==> config.mk <==
export PLATFORM = sky130hd
export DESIGN_NAME = chunked_logic_unit
export DESIGN_NICKNAME = d
export VERILOG_FILES = /design/src/rtl/chunked_logic_unit.sv
export SDC_FILE = /design/constraint.sdc
export NUM_CORES = 1
export LEC_CHECK = 0
export CAP_MARGIN = 20
export CORE_AREA = 5 5 141 143
export CTS_BUF_LIST = sky130_fd_sc_hd__clkbuf_4 sky130_fd_sc_hd__clkbuf_8 sky130_fd_sc_hd__clkbuf_16
export DETAILED_ROUTE_END_ITERATION = 10
export DIE_AREA = 0 0 146 148
export GPL_ROUTABILITY_DRIVEN = 0
export PLACE_DENSITY = 0.66
export SETUP_SLACK_MARGIN = 0.02
export SLEW_MARGIN = 20
export SYNTH_ARGS = -nofsm -noshare
export SYNTH_HDL_FRONTEND = slang
export SYNTH_SLANG_ARGS = --single-unit
==> constraint.sdc <==
create_clock -name clk -period 3.4 [get_ports clk]
set_input_delay 0.51 -clock clk [delete_from_list [all_inputs] [get_ports clk]]
set_output_delay 0.51 -clock clk [all_outputs]
set_load 0.005 [all_outputs]
==> src/rtl/chunked_logic_unit.sv <==
// rtl/chunked_logic_unit.sv - multi-cycle chunked bitwise logic unit with zero/parity/op_err flags
module chunked_logic_unit #(
    parameter int WIDTH = 32,
    parameter int CHUNK = 8
) (
    input  logic             clk,
    input  logic             reset,
    input  logic             in_valid,
    output logic             in_ready,
    input  logic [WIDTH-1:0] a,
    input  logic [WIDTH-1:0] b,
    input  logic [2:0]       op,
    output logic             out_valid,
    input  logic             out_ready,
    output logic [WIDTH-1:0] res,
    output logic             zero,
    output logic             parity,
    output logic             op_err
);

    localparam int NCHUNK = WIDTH / CHUNK;
    localparam int CW     = (NCHUNK > 1) ? $clog2(NCHUNK) : 1;

    typedef enum logic [1:0] {
        IDLE = 2'd0,
        BUSY = 2'd1,
        DONE = 2'd2
    } state_t;

    state_t           state;
    logic [CW-1:0]    cnt;
    logic [WIDTH-1:0] a_q;
    logic [WIDTH-1:0] b_q;
    logic [2:0]       op_q;
    logic [WIDTH-1:0] acc;
    logic [WIDTH-1:0] acc_next;
    logic             last_chunk;

    // One chunk of the selected operation; unsupported encodings yield zero.
    function automatic logic [CHUNK-1:0] chunk_op(input logic [2:0] sel,
                                                  input logic [CHUNK-1:0] x,
                                                  input logic [CHUNK-1:0] y);
        case (sel)
            3'b000:  chunk_op = x & y;
            3'b001:  chunk_op = x | y;
            3'b010:  chunk_op = x ^ y;
            3'b011:  chunk_op = ~(x | y);
            3'b100:  chunk_op = ~(x ^ y);
            3'b101:  chunk_op = x & ~y;
            default: chunk_op = '0;
        endcase
    endfunction

    assign in_ready   = (state == IDLE);
    assign last_chunk = (cnt == CW'(NCHUNK - 1));

    // Merge the slice selected by the counter into the accumulator, so the
    // final edge can load the result registers from the completed value.
    always_comb begin
        acc_next = acc;
        for (int i = 0; i < NCHUNK; i++) begin
            if (cnt == CW'(i)) begin
                acc_next[i*CHUNK +: CHUNK] = chunk_op(op_q, a_q[i*CHUNK +: CHUNK],
                                                      b_q[i*CHUNK +: CHUNK]);
            end
        end
    end

    // Control FSM with operand capture, chunk accumulation and registered outputs.
    always_ff @(posedge clk) begin
        if (reset) begin
            state     <= IDLE;
            cnt       <= '0;
            a_q       <= '0;
            b_q       <= '0;
            op_q      <= '0;
            acc       <= '0;
            res       <= '0;
            zero      <= 1'b0;
            parity    <= 1'b0;
            op_err    <= 1'b0;
            out_valid <= 1'b0;
        end else begin
            case (state)
                IDLE: begin
                    if (in_valid) begin
                        a_q   <= a;
                        b_q   <= b;
                        op_q  <= op;
                        acc   <= '0;
                        cnt   <= '0;
                        state <= BUSY;
                    end
                end
                BUSY: begin
                    acc <= acc_next;
                    if (last_chunk) begin
                        cnt       <= '0;
                        res       <= acc_next;
                        zero      <= ~|acc_next;
                        parity    <= ^acc_next;
                        op_err    <= op_q[2] & op_q[1];
                        out_valid <= 1'b1;
                        state     <= DONE;
                    end else begin
                        cnt <= cnt + 1'b1;
                    end
                end
                DONE: begin
                    if (out_ready) begin
                        out_valid <= 1'b0;
                        state     <= IDLE;
                    end
                end
                default: state <= IDLE;
            endcase
        end
    end

endmodule

==> results of run 1 <==
[routing by layer]
layer  GRT usage  wire length (um)
met1       0.312             11300
met3      0.0340              1310
met5           0                 0
met2       0.282              9070
met4      0.0626               343
[worst min-delay path, delay by kind of cell (launching register included)]
| kind | cells | cell delay, ns |
|---|---|---|
| flip-flops | 1 | 0.31 |
| AND/OR/NAND/NOR | 1 | 0.05 |
| AO/OA/AOI/OAI | 1 | 0.05 |
[timing repair]
| action | in CTS | in global routing |
|---|---|---|
| hold buffers | 0 | 0 |
| setup endpoints to repair | 0 | 1 |
| gates resized for setup | 0 | 4 |
| buffers inserted | 0 | 2 |
[power groups by stage]
stage / sequential, mW / combinational (mW) / clock, mW
after CTS: 1.75 / 0.924 / 1.86
after detailed placement: 1.78 / 0.920 / 0
final: 1.75 / 0.933 / 1.84
after global placement: 1.78 / 0.907 / 0
after global routing: 1.76 / 1.02 / 1.95
after floorplan: 1.76 / 0.676 / 0
[kinds of logic (layout without fill, tap and decap cells)]
group	Yosys count	in the layout	share of synthesized area
AO/OA/AOI/OAI	260	260	0.203
adder cells (fa/ha/maj)	36	36	0.0555
XOR/XNOR	54	54	0.0650
AND/OR/NAND/NOR	409	409	0.244
buffers and inverters	160	252	0.0875
flip-flops	139	139	0.343
multiplexers	2	2	0.00247
[worst paths after layout]
kind                         from             endpoint  slack (ns)  cells past startpoint
max          op_q[0]$_SDFFE_PP0P_  parity$_SDFFE_PP0P_        0.17                     11
min reg2reg   res[6]$_SDFFE_PP0P_  res[6]$_SDFFE_PP0P_        0.45                      2
max reg2reg  op_q[0]$_SDFFE_PP0P_  parity$_SDFFE_PP0P_        0.17                     11
min           res[6]$_SDFFE_PP0P_  res[6]$_SDFFE_PP0P_        0.45                      2
[placed cells by master, fill, tap and decap left out, drive strengths merged, types with 26 or more instances in the layout]
| master | n |
|---|---|
| nand2 | 229 |
| dfxtp | 139 |
| a21oi | 127 |
| clkdlybuf4s50 | 106 |
| inv | 74 |
| xnor2 | 48 |
| nand3 | 44 |
| buf | 44 |
| ha | 36 |
| nor2 | 35 |
| a22oi | 27 |
| a31oi | 26 |
[flip-flops by register name, summed over array words and instances (netlist names)]
register	cells
state	2
res	32
zero	1
parity	1
cnt	2
acc	32
op_err	1
op_q	3
b_q	32
out_valid	1
a_q	32
[area by class of cell]
cell class                      count  share of cell area
Clock inverter                     13              0.0132
Inverter                           70              0.0262
Sequential cell                   139               0.278
Multi-Input combinational cell    761               0.463
Tap cell                          234              0.0292
Timing Repair Buffer              150               0.145
Clock buffer                       19              0.0451
==> impl_metrics.yaml, run 1 <==
clock_network:
  cts_buffer_depth: 2
  clk_transition_reported_paths_ns: 0.06
  cts-root-buf: "sky130_fd_sc_hd__clkbuf_16"
  cts_buffers: 17
  tritoncts_num_sinks: 139
  insertion_delay_ns: 0.44
  tritoncts: "yes"
  clock_tree.htree_level_count: 4
place:
  placed_cell_area_sq_um: 9420
  dp_slack_ns: 0.110
  numPlacedInstances: 1352
  dp_hpwl_um: 15500
  io_buffers: 107
synthesis:
  netlist.area_leader.share: 0.343
  yosysMostFrequentCell: "sky130_fd_sc_hd__nand2_1"
  synth_edf_count: 0
  yosysWarnings: 0
  synth_seq_area_share: 0.343
  netlist_top_cells_area: "sky130_fd_sc_hd__dfxtp_1 (34%), sky130_fd_sc_hd__nand2_1 (11%), sky130_fd_sc_hd__a21oi_1 (7.8%)"
  postSynth.asyncResetShare: 0
  post_synth_instance_area_sq_um: 8120
  synth_nets: 1167
  synth_flop_cell: "sky130_fd_sc_hd__dfxtp_1"
  post_synthesis_cell_type_with_the_largest_combined_area: "sky130_fd_sc_hd__dfxtp_1"
  mapped_cells: 1060
  postSynthAreaPerCell_sq_um: 7.66
  ys_types: 61
  synth_commonest_cells: "sky130_fd_sc_hd__nand2_1 (229), sky130_fd_sc_hd__dfxtp_1 (139), sky130_fd_sc_hd__a21oi_1 (127)"
  yosys_register_bits: 139
timing:
  slew_headroom: 0.505
  worst_pin_slew_ns: 0.742
  fin_ws_ns: 0.171
  timing.setup.tns_ns: 0
  smallest_hold_slack_ns: 0.451
  rsz0062_at_grt: "no"
  final-setup-viol-count: 0
  fin_skew_ns: 0.00999
  finalWorstPathRequiredPeriod_ns: 3.23
  slew_violations: 0
  finalCritPeriodShare: 0.950
  highest_clock_rate_mhz: 310
  hold_viol_final: 0
setup_path:
  crit_required_ns: 3.76
  critPathMaxFanout: 23
  critical_path_class: "flip-flop to flip-flop"
  cp-end-kind: "flip-flop"
  stage_delay_of_the_slowest_cell_on_the_critical_path_ns: 0.49
  path_buf_inv: 2
  critical_path.cell_chain: "buf_4, and2_1, buf_12, nand3_1, a21oi_1, o22a_1, xnor2_1, xnor3_1, xnor3_1, xnor3_1, a211oi_2"
  worst_path_most_repeated_cell: "sky130_fd_sc_hd__xnor3_1"
  cpLargestDelayFamily: "XOR/XNOR gates"
  timing.critical_path.arrival_ns: 3.58
  critPathLaunchType: "flip-flop"
  crit_slowest_cell: "sky130_fd_sc_hd__dfxtp_4"
routing:
  drt_iter0_markers: 759
  routed_via_count: 7548
  wirelength_um: 22100
  detail_route.vias_per_cell: 5.45
  avgRoutedWirePerCell_um: 15.9
  dr.pass1.iters: 5
  detail_route.drc_violations: 0
  antenna_left: 0
grt:
  first_pass_grt_wire_length_um: 35700
  antenna_found_initial: 0
  grt_use_total: 0.201
  first_global_vias: 6760
  pin_count_of_the_biggest_net_entering_global_routing: 78
  gr-total-overflow: 0
pwr:
  seq_power_share: 0.387
  combinational_power_share: 0.206
  power.clock.fraction: 0.407
  swShare: 0.290
  p_leak_nw: 3.40
  power.total_mw: 4.52
  p_per_area_nw_per_um2: 450
  switching_power_mw: 1.31
  p_int_mw: 3.21
  irDropWorstVdd_mv: 0.374
min_path:
  timing.hold.worst.class: "flip-flop to flip-flop"
floorplan:
  core_sq_um: 18500
  die_w_um: 146
  initial_core_util: 0.440
  rows: 50
  die_y_um: 148
  fp.dieArea_sq_um: 21600
  ios: 108
layout:
  layout.filler_cells: 1762
  syn2layout_area_growth_pct: 23.6
  nets: 1246
  num_antenna_cells: 0
  finish.cell_count_without_fillers: 1386
  final_instance_area_sq_um: 10000
  multi_input_comb_area_sq_um: 4650
  final_core_util: 0.544
  sequential_cell_area_sq_um: 2790
  drive_above_1_share: 0.0851
flow_run:
  max_cap_violations: 0
status:
  run_status: "finished clean"
No activity file was read; power rests on OpenSTA's default activity.
==> inputs of run 2 (changes only) <==
--- a/config.mk
+++ b/config.mk
@@ -13,6 +13,7 @@
 export GPL_ROUTABILITY_DRIVEN = 0
 export PLACE_DENSITY = 0.66
 export SETUP_SLACK_MARGIN = 0.02
+export SKIP_LAST_GASP = 1
 export SLEW_MARGIN = 20
 export SYNTH_ARGS = -nofsm -noshare
 export SYNTH_HDL_FRONTEND = slang
==> results of run 2 <==
Same layout as run 1: the final DEF is identical, and so are final timing and power.
==> edit: new RTL, settings of run 1 <==
`WIDTH`: 32 -> 16.
--- a/src/rtl/chunked_logic_unit.sv
+++ b/src/rtl/chunked_logic_unit.sv
@@ -1,5 +1,5 @@
 // rtl/chunked_logic_unit.sv - multi-cycle chunked bitwise logic unit with zero/parity/op_err flags
 module chunked_logic_unit #(
-    parameter int WIDTH = 32,
+    parameter int WIDTH = 16,
     parameter int CHUNK = 8
 ) (
Interface: changed (resized a, b and res); port bits go from 108 to 60. No check against the original RTL was run, so the function may have changed too.
==> edit against run 1 <==
- power is 46% lower
- largest cell class unchanged
- clock power is 52% lower
- sequential cell count is 65 lower
- wire length is 50% lower
- count of clock-buffer cells in the layout is 9 lower
- design area is 47% lower
- synthesized area is 48% lower
- sequential power is 46% lower
- worst setup slack better by 0.30 ns
==> edit: results (changes against run 1) <==
met3 usage 1.62% (-1.8 points); Pre-antenna DRT Iters 4 (-1); CTS H-tree depth 3 (-1); FILL cells 1,991 (+13%); synth cell count leaders nand2_1, dfxtp_1, a21oi_1, nor2_1, inv_1; Net count, final 648 (-48%); Total Routing Usage GR 10.5% (-9.7 points); Max VDD drop 0.224 mV (-40%); worst slew pin tran 0.587 ns (-0.154 ns); total number of vias 3,800 (-50%); leakage power 1.88 nW (-45%); Routed WL per cell 13.3 um (-17%); FF-to-FF path depth 8 (-3); Starting DRT DRC Count 301 (-60%); dpl hpwl 8140 um (-47%); slowest cell on the critical path dfxtp_1; port bufs 59 (-45%); Area contributors post-synth dfxtp_1, nand2_1, a21oi_1, nor2_1, ha_1; met1 Track Usage GR 15.0% (-16 points); GRT met2 Usage 15.7% (-13 points); Syn Nets 603 (-48%); dpl cell area 5050 sq um (-46%); status finished, final reports clean; Seq/Total Area, Yosys 34.9% (+0.61 points); Worst EP arrival 3.20 ns (-0.38 ns)
==> edit: kinds of logic (layout without fill, tap and decap cells) <==
family	count (synthesis)	count (layout)	share of synthesized area, %
compound gates	135	135	20.9
xor+xnor	27	27	7.04
fa+ha+maj	16	16	4.71
buf+inv	86	136	8.95
flops	74	74	34.9
mux	3	3	0.707
simple gates	207	207	22.8
==> edit: per-stage QoR <==
step	total power [W]	utilization (%)	setup slack (ns)	hold slack, ns	cells
detailed placement	0.00159	27.4	0.491	0.450	816
finish	0.00246	28.9	0.468	0.454	832
global route	0.00261	28.9	0.230	0.476	832
global placement	0.00159	27.4	0.503	0.445	816
CTS	0.00249	28.9	0.471	0.458	832
floorplan	0.00142	-	0.725	0.436	548
==> edit: final cells by class <==
cell class,instances,share of cell area (%)
clock buffer,10,4.48
inverter,43,3.02
tap,234,5.49
clock inverter,6,0.797
sequential,74,27.8
timing repair buffer,77,13.7
multi-input combinational,388,44.7
==> edit: how the worst min path moves through the flow <==
stage,endpoint,cells after the start,start
finish,res[1],2,res[1]
global route,a_q[3],2,a_q[3]
CTS,res[1],2,res[1]
detailed placement,res[1],2,res[1]
global placement,a_q[2],2,a_q[2]
floorplan,a_q[1],2,a_q[1]
==> edit: per-layer routing <==
| layer | share of wire, % | vias to the layer above |
|---|---|---|
| li1 | - | 1978 |
| met3 | 4.5 | 13 |
| met1 | 50 | 1710 |
| met4 | 1.6 | 0 |
| met5 | 0 | - |
| met2 | 44 | 99 |
==> edit: power breakdown <==
part	leakage [nW]	total, W	switching [W]	internal, W
sequential	0.603	0.000950	0.0000358	0.000914
clock	0.134	0.000889	0.000376	0.000513
combinational	1.14	0.000620	0.000313	0.000307
total	1.88	0.00246	0.000724	0.00173
